==> src/rtl/universal_shift_register.sv <==
`default_nettype none
// ============================================================================
// Module      : universal_shift_register
// Description : WIDTH-bit register with hold / shift-right / shift-left / load
//               modes, true and complemented outputs, serial outputs at both
//               ends and a done pulse after every WIDTH enabled shifts.
//               Optional macro SHIFTREG_ROTATE_EN adds a `rot` input that
//               recirculates the outgoing bit instead of taking sin_r/sin_l.
// Revision    : 1.0 - initial release
// ============================================================================
module universal_shift_register #(
  parameter int               WIDTH     = 8,
  parameter logic [WIDTH-1:0] RESET_VAL = '0
) (
  input  logic             clk,
  input  logic             rst_n,
  input  logic             en,
  input  logic [1:0]       mode,
  input  logic             sin_r,
  input  logic             sin_l,
  input  logic [WIDTH-1:0] d,
`ifdef SHIFTREG_ROTATE_EN
  input  logic             rot,
`endif
  output logic [WIDTH-1:0] q,
  output logic [WIDTH-1:0] notq,
  output logic             sout_r,
  output logic             sout_l,
  output logic             done
);

  localparam int             CW       = $clog2(WIDTH + 1);
  localparam logic [CW-1:0]  LAST_CNT = CW'(WIDTH - 1);

  localparam logic [1:0] MODE_HOLD  = 2'b00;
  localparam logic [1:0] MODE_SHR   = 2'b01;
  localparam logic [1:0] MODE_SHL   = 2'b10;
  localparam logic [1:0] MODE_LOAD  = 2'b11;

  logic [WIDTH-1:0] q_q, q_d;
  logic [CW-1:0]    cnt_q, cnt_d;
  logic             done_q, done_d;
  logic             fill_r, fill_l;
  logic             is_shift;

`ifdef SHIFTREG_ROTATE_EN
  assign fill_r = rot ? q_q[0]       : sin_r;
  assign fill_l = rot ? q_q[WIDTH-1] : sin_l;
`else
  assign fill_r = sin_r;
  assign fill_l = sin_l;
`endif

  always_comb begin
    q_d      = q_q;
    cnt_d    = cnt_q;
    done_d   = 1'b0;
    is_shift = 1'b0;
    if (en) begin
      case (mode)
        MODE_SHR: begin
          q_d      = {fill_r, q_q[WIDTH-1:1]};
          is_shift = 1'b1;
        end
        MODE_SHL: begin
          q_d      = {q_q[WIDTH-2:0], fill_l};
          is_shift = 1'b1;
        end
        MODE_LOAD: begin
          q_d   = d;
          cnt_d = '0;
        end
        default: ;
      endcase
    end
    // Both directions share one counter; the WIDTH-th shift wraps it and arms done.
    if (is_shift) begin
      if (cnt_q == LAST_CNT) begin
        cnt_d  = '0;
        done_d = 1'b1;
      end else begin
        cnt_d = cnt_q + CW'(1);
      end
    end
  end

  always_ff @(posedge clk) begin
    if (!rst_n) begin
      q_q    <= RESET_VAL;
      cnt_q  <= '0;
      done_q <= 1'b0;
    end else begin
      q_q    <= q_d;
      cnt_q  <= cnt_d;
      done_q <= done_d;
    end
  end

  assign q      = q_q;
  assign notq   = ~q_q;
  assign sout_r = q_q[0];
  assign sout_l = q_q[WIDTH-1];
  assign done   = done_q;

endmodule
`default_nettype wire

==> config.mk <==
export PLATFORM = sky130hd
export DESIGN_NAME = universal_shift_register
export DESIGN_NICKNAME = d
export VERILOG_FILES = /design/src/rtl/universal_shift_register.sv
export SDC_FILE = /design/constraint.sdc
export NUM_CORES = 1
export LEC_CHECK = 0
export ABC_CLOCK_PERIOD_IN_PS = 1740
export CORE_MARGIN = 2
export CORE_UTILIZATION = 36
export DETAILED_ROUTE_END_ITERATION = 8
export PLACE_DENSITY = 0.73
export SLEW_MARGIN = 10
export SYNTH_ARGS = -nofsm -noshare
export SYNTH_HDL_FRONTEND = slang
export SYNTH_SLANG_ARGS = --single-unit
==> constraint.sdc <==
create_clock -name clk -period 1.74 [get_ports clk]
set_input_delay 0.261 -clock clk [delete_from_list [all_inputs] [get_ports clk]]
set_output_delay 0.261 -clock clk [all_outputs]
set_load 0.02 [all_outputs]
==> results list, run 1 <==
* End-of-flow core utilization: 64.9%
* Worst reg2reg path startpoint: cnt_q[0]
* Final Hold Viols: 0
- Combinational cells account for 30.9% of the total power.
- Post-route worst setup slack: 0.150 ns
- First-pass detailed-route iteration total: 4
- The finished cells cover 1130 um2.
* Post-CTS Hold Buffers: 0
- After detailed routing, the number of remaining DRC violations is 0.
- The die covers 2260 um2.
- For this configuration, the core starts out at a cell density of 39.1%.
- Synthesis inferred 13 register bits.
- 34 I/O pins were placed.
- Internal reg-to-reg setup slack: between 0.3 and 0.4 ns
* Synth Net Count: about 110
* Total count of max-transition violations in the final report: 0
- Setup repair after global routing left no endpoint under its margin.
* Library cell occupying the most area in the post-synthesis netlist: sky130_fd_sc_hd__dfxtp_1
* Max_cap viols: 0
* Root buffer cell: sky130_fd_sc_hd__clkbuf_4
- Along the worst path, the maximum fanout reaches 3.
- The first global-routing pass estimated around 2.7 mm of wire.
- The number of global-route vias before repair is 686.
* Aggregate global routing overflow: 0
- DP HPWL: 1.42 mm
* Most frequent standard cell in the layout excluding fill and tap cells: sky130_fd_sc_hd__clkdlybuf4s50_1
* CP top delay family: simple AND/OR/NAND/NOR gates
- Crit Path Class: in2reg
* Internal power consumption: 0.530 mW
* Worst-path cell chain: clkdlybuf4s50_1, inv_1, ha_1, nand2_1, or4b_1, a31oi_1
- The floorplan has 15 rows.
* Sequential-to-total area share from yosys stat: a little under two fifths
* RePlAce Congestion: a little under 0.8
- The min-delay analysis places its worst path in the category reg2reg.
- The worst path in the final design needs a cycle of about 1.6 ns, including I/O delays and setup.
- Total power draw: 0.758 mW
* Antenna diode instance count: 0
- Summed instance area of the synthesized netlist: between 600 and 700 um2
- Of the total power, registers draw 44.0%.
- Area Overhead vs Synth: 66.1%
* Count of routing violations after the opening detailed-route iteration: 14
* Power share of the clock group: 25.0%
* Port Buffers: 33
- Number of antenna violations at the first check in global routing: 0
- Gates resized during post-CTS repair numbered 0.
* H-tree levels: 1
* Number of instances in the synthesized netlist: between 80 and 90
- The endpoint identified for the worst register-to-register timing path is cnt_q[0].
* Headroom to the max-slew limit: 81.8%
* Slowest cell delay on critical path: about 0.5 ns
* Run status: complete, no violations
* Syn avg cell area: 7.93 um2
- WL per Instance: 11.6 um
- The analysis attributes to net switching a power of 0.228 mW.
* CP arrival: 1.80 ns
- Clock tree synthesis inserted a total of 3 buffers.
- Leakage: around 0.45 nW
* Final worst clock skew: 0.000714 ns
- Hold Crit Endpoint: cnt_q[0]
- Final-layout worst hold slack: roughly 0.5 ns
- Ranking of synthesized cells by area: sky130_fd_sc_hd__dfxtp_1 38%, sky130_fd_sc_hd__a22oi_1 8.8%, sky130_fd_sc_hd__a31oi_1 8.3%
- For this run, the post-layout net count is 150.
- The count of nets left with antenna violations once routing finished came out at 0.
- From bottom edge to top edge, the die measures roughly 48 um.
- Routed WL: 1.79 mm
- Count of vias placed by the detailed router: roughly 780
- At the later pin of the worst-skew pair, clock insertion delay measures between 0.2 and 0.3 ns.
- The die is between 40 and 50 um wide.
* Crit share post-route: 91.4%
* Post-route setup TNS: 0 ns
- Buffers added to address setup during post-CTS repair amount to 0.
* Critical Path RT: 1.95 ns
* Proportion of netlist area held by the largest area contributor: 38.2%
- Element type at the critical path end: register
- The layout has 166 filler cells.
- Across every metal layer, demand over resource in global routing totals around 17%.
* Buf+Inv Stages, Crit Path: 2
* Cells on worst reg2reg path: 4
- Warning count from the yosys run: 0
- In this run the power density over the cells is roughly 670 nW/um2.
- Kind of launch point of the worst setup path: input pin
- Post-placement worst setup slack: -0.137 ns
* Master of the slowest instance on the critical path: sky130_fd_sc_hd__or4b_1
* Post-synthesis cell type count: 22
- Once layout is complete, the cells apart from fillers number 155.
- Net switching is 30.1% of the power.
- Number of buffers between clock root and the deepest sink: 2
* Fraction of final layout cells with drive strength greater than 1: ~12%
* Cells on Worst Hold Path: 2
- After floorplanning, the core was sized to cover roughly 1700 um2.
- Clock-pin slew was measured on the worst setup and hold paths at 0.08 ns.
- The placed instances occupy a cell area of 1110 um2.
* Clock tree sinks: 13
* Vias/cell: approximately 5.0
- Measured slew at the worst slew-check pin: ~0.27 ns
- Commonest cells after routing, fill and taps aside: 33 x sky130_fd_sc_hd__clkdlybuf4s50_1, 13 x sky130_fd_sc_hd__dfxtp_1, 12 x sky130_fd_sc_hd__nand2_1, 12 x sky130_fd_sc_hd__buf_4, 11 x sky130_fd_sc_hd__inv_1
- Max Fclk: 629 MHz
* TritonCTS clock tree: built
- Maximum number of pins on one net before global-route repair: 11
* Endpoints failing setup: 0
- Across the VDD grid, the largest voltage drop is 0.000409 V.
- In this run, placement finished with an instance count of 151.
* Launch point of the worst hold path: cnt_q[0]
Yosys cell counts:
master / instances
sky130_fd_sc_hd__buf_4: 2
sky130_fd_sc_hd__a21oi_1: 2
sky130_fd_sc_hd__a22oi_1: 8
sky130_fd_sc_hd__nor2_1: 2
sky130_fd_sc_hd__inv_1: 11
sky130_fd_sc_hd__nand4_1: 1
sky130_fd_sc_hd__a31oi_1: 9
sky130_fd_sc_hd__nand3b_1: 1
sky130_fd_sc_hd__ha_1: 4
sky130_fd_sc_hd__or4b_1: 1
sky130_fd_sc_hd__clkbuf_1: 2
sky130_fd_sc_hd__nor3_1: 1
sky130_fd_sc_hd__buf_2: 1
sky130_fd_sc_hd__and3b_1: 1
sky130_fd_sc_hd__a32oi_1: 1
sky130_fd_sc_hd__and2b_1: 1
sky130_fd_sc_hd__nand2_1: 12
sky130_fd_sc_hd__nor2b_1: 1
sky130_fd_sc_hd__nand3_1: 1
sky130_fd_sc_hd__or3b_2: 1
sky130_fd_sc_hd__dfxtp_1: 13
sky130_fd_sc_hd__o21ai_0: 10
cell families (layout without fill, tap and decap cells):
kind of cell	after synthesis	after routing	synth area share, %
AO/OA/AOI/OAI	30	30	27.2
AND/OR/NAND/NOR	23	23	17.2
buffers and inverters	16	60	10.1
flip-flops	13	13	38.2
adder cells (fa/ha/maj)	4	4	7.34
flip-flops by register name, indices dropped and copies added, names as in the netlist:
signal / cells
q: 8
cnt_q: 4
done: 1
worst min-delay path, delay by kind of cell, from the launching register on:
family | cells | cell delay, ns
AND/OR/NAND/NOR | 1 | 0.06
AO/OA/AOI/OAI | 1 | 0.05
flip-flops | 1 | 0.34
worst max-delay path by stage:
stage	from	endpoint	slack (ns)	cells after the start
6_report	mode[0]	cnt_q[3]	0.15	6
5_1_grt	mode[1]	cnt_q[3]	0.08	6
4_1_cts	mode[0]	cnt_q[3]	0.15	6
3_5_place_dp	mode[1]	cnt_q[3]	-0.14	6
3_3_place_gp	mode[0]	cnt_q[3]	-0.11	6
2_1_floorplan	mode[0]	cnt_q[3]	0.38	5
layout make-up:
type | instances | area, um2 | area share (%)
Timing Repair Buffer | 45 | 420 | 37.1
Multi-Input combinational cell | 57 | 353 | 31.2
Sequential cell | 13 | 260 | 23.0
Inverter | 11 | 41.3 | 3.65
Tap cell | 25 | 31.3 | 2.76
Clock buffer | 4 | 26.3 | 2.32
power groups by stage:
| stage | clock network, mW | registers, mW | logic [mW] |
|---|---|---|---|
| 2_1_floorplan | 0 | 0.355 | 0.0875 |
| 3_3_place_gp | 0 | 0.340 | 0.232 |
| 3_5_place_dp | 0 | 0.341 | 0.236 |
| 4_1_cts | 0.196 | 0.334 | 0.237 |
| 5_1_grt | 0.207 | 0.336 | 0.255 |
| 6_report | 0.190 | 0.334 | 0.234 |
routing by layer:
layer / up-vias / GRT usage, % / routed length [um]
li1: 391 / - / -
met1: 365 / 19.2 / 753
met2: 18 / 31.6 / 923
met3: 4 / 2.64 / 92
met4: 0 / 6.67 / 23
met5: - / 0 / 0
Power figures use the tool's default switching activity.
==> run 2, diff against run 1 <==
- PLACE_DENSITY: 0.73 -> default
- PLACE_DENSITY_LB_ADDON: default -> 0.25
==> run 2 against run 1 <==
  * Combinational power hardly changed
  * Critical endpoint unchanged
  * Largest power group unchanged
  * Highest routed layer unchanged
  * Setup slack worse by 0.012 ns
  * Hold slack better by 0.0095 ns
==> results list, run 2 (synthesis results as in run 1) <==
* Power density over cell area: 673 nW/um2 (+0.49%)
- The data arrival time of the critical path is 1.81 ns (about the same).
- The worst setup path is captured at a register.
* Layout net count: 148 (-1.3%)
* Crit Path Class: in2reg
- Post-layout minimum cycle time: 1.60 ns (+0.0121 ns)
* Number of placed I/O pins: 34 (unchanged)
* Root buffer cell: sky130_fd_sc_hd__clkbuf_4
- Number of core rows: 15 (unchanged)
* Starting utilization of the core area: 39.1% (unchanged)
- The reported max-cap violation count came to 0 (unchanged).
* First-pass detailed-route iteration total: 5 (+1)
- The detailed-routed wire length on met3 was 118 um (+28%).
- The leakage component of the power came to 0.442 nW (-1.2%).
- Final Hold Viols: 0 (unchanged)
* Post-cts repair resize count: 0 (unchanged)
* Total CTS buffers: 3 (unchanged)
- The via total after detailed routing is 779 (+0.13%).
- The total of endpoints with negative setup slack in the final report was 0 (unchanged).
- Kind of launch point of the worst setup path: input pin
- Post-CTS Hold Buffers: 0 (unchanged)
- For hold timing, the worst endpoint is cnt_q[2].
* Max Fclk: 624 MHz (-0.75%)
- Port Buffers: 33 (unchanged)
- Routed WL: 1.78 mm (-0.73%)
- The number of routed nets with antenna violations is 0 (unchanged).
* Max rail drop VDD: 0.000383 V (-6.4%)
- The remaining design rule violation count came to 0 (unchanged).
- The final RePlAce weighted congestion was 0.768 (-2.9%).
* Die outline height: 47.5 um (unchanged)
- First-pass GRT wire length: 2.75 mm (+0.51%)
- Design Area, Final: 1130 um2 (-0.22%)
* Post-route setup TNS: 0 ns (unchanged)
* Filler instances: 168 (+1.2%)
- Antenna diode instance count: 0 (unchanged)
- The routed wirelength normalized by instance count is 11.6 um (+0.57%).
* Core ar.: 1750 um2 (unchanged)
* Vias/cell: 5.09 (+1.4%)
- The measured slew at the worst slew-check pin was 0.283 ns (+0.0111 ns).
- The run finished with clean final reports.
- The clock skew came to 0.00213 ns (+0.00141 ns).
- Max reg flops: 8 (unchanged)
* M1 WL: 810 um (+7.6%)
- The pin count of the biggest net entering global routing is 17 (+6).
* Gr usage total: 17.5% (+0.49 points)
* Clock-pin slew of the registers on the worst-case setup and hold paths: 0.08 ns (about the same)
- The worst register-to-register path begins at cnt_q[0].
* Insertion delay of the later-clocked pin in the worst-skew pair: 0.28 ns (about the same)
- The TritonCTS sink count came to 13 (unchanged).
- Endpoint of the worst-slack reg-to-reg timing path: cnt_q[0]
* Crit share post-route: 92.1% (+0.69 points)
* Cells on Worst Hold Path: 2 (unchanged)
* Metal2 WL: 803 um (-13%)
- H-tree levels: 1 (unchanged)
- The normalized max-slew margin came to 81.1% (-0.74 points).
* Number of post-CTS setup repair buffers: 0 (unchanged)
- Number of antenna violations at the first check in global routing: 0 (unchanged)
- The post-placement cell area came to 1100 um2 (-0.23%).
* Critical Path RT: 1.95 ns (about the same)
* Commonest cells after routing, fill and taps aside: 33 x sky130_fd_sc_hd__clkdlybuf4s50_1, 13 x sky130_fd_sc_hd__dfxtp_1, 12 x sky130_fd_sc_hd__nand2_1
- Area Overhead vs Synth: 65.7%
- Cells on worst reg2reg path: 4 (unchanged)
- Class of the tightest hold or removal check: reg2reg
* DP HPWL: 1.35 mm (-4.9%)
* Total count of max-transition violations in the final report: 0 (unchanged)
* Fraction of final layout cells with drive strength greater than 1: 10.9% (-1.4 points)
- Count of routing violations after the opening detailed-route iteration: 34 (+20)
- Leaving out fill and tap cells, the most frequent cell in the layout is sky130_fd_sc_hd__clkdlybuf4s50_1.
- The area enclosed by the die boundary was 2260 um2 (unchanged).
* End-of-flow core utilization: 64.7% (-0.14 points)
* Horizontal extent of the die: 47.5 um (unchanged)
* Maximum net fanout on the critical path: 3 (unchanged)
* Internal reg-to-reg setup slack: 0.37 ns (-0.02 ns)
* Via count of the first global-routing pass: 662 (-3.5%)
- Aggregate global routing overflow: 0 (unchanged)
- TritonCTS built the clock tree.
- The startpoint identified for the worst hold timing path is cnt_q[2].
- Setup repair after global routing left no endpoint under its margin.
- Number of buffers between clock root and the deepest sink: 2 (unchanged)
* Uppermost layer routed: met4
-- run 2: cell types whose count changed in the layout (fill, tap and decap cells not counted) --
cell | before | now
sky130_fd_sc_hd__buf_4 | 12 | 9
sky130_fd_sc_hd__buf_12 | 0 | 1
-- run 2: worst max-delay path, cell delays in order --
cell and delay (ns):
sky130_fd_sc_hd__clkdlybuf4s50_1 0.48, sky130_fd_sc_hd__inv_1 0.06, sky130_fd_sc_hd__ha_1 0.29, sky130_fd_sc_hd__nand2_1 0.09
sky130_fd_sc_hd__or4b_1 0.51, sky130_fd_sc_hd__a31oi_1 0.13
-- run 2: worst max-delay path by stage --
stage | depth (start not counted) | to | start | slack (ns)
floorplan | 5 | cnt_q[3] | mode[0] | 0.38
global placement | 6 | cnt_q[3] | mode[0] | -0.10
detailed placement | 6 | cnt_q[3] | mode[0] | -0.16
CTS | 6 | cnt_q[3] | mode[0] | 0.14
global route | 6 | cnt_q[3] | mode[0] | 0.04
finish | 6 | cnt_q[3] | mode[0] | 0.14
-- run 2: cell type report --
class	instances	area [um2]	area share, %
sequential	13	260	23.0
tap	25	31.3	2.77
timing repair buffer	43	418	37.0
inverter	11	41.3	3.65
multi-input combinational	57	353	31.2
clock buffer	4	26.3	2.33
-- run 2: report_power, final --
group,internal (mW),switching [mW]
sequential,0.315,0.0200
combinational,0.126,0.108
clock,0.0890,0.102
-- run 2: stage by stage --
step / cells / total power, mW / setup WS (ns) / hold WS [ns]
after floorplan: 86 / 0.443 / 0.376 / 0.399
after global placement: 149 / 0.571 / -0.104 / 0.485
after detailed placement: 149 / 0.576 / -0.158 / 0.496
after CTS: 153 / 0.762 / 0.136 / 0.506
after global routing: 153 / 0.798 / 0.0355 / 0.541
final: 153 / 0.760 / 0.138 / 0.503
-- run 2: layer usage --
| metal | vias up | track usage [%] |
|---|---|---|
| met2 | 35 | 28.4 |
| met1 | 347 | 21.4 |
| met4 | 0 | 10.0 |
| li1 | 390 | - |
| met3 | 7 | 3.77 |
| met5 | - | 0 |
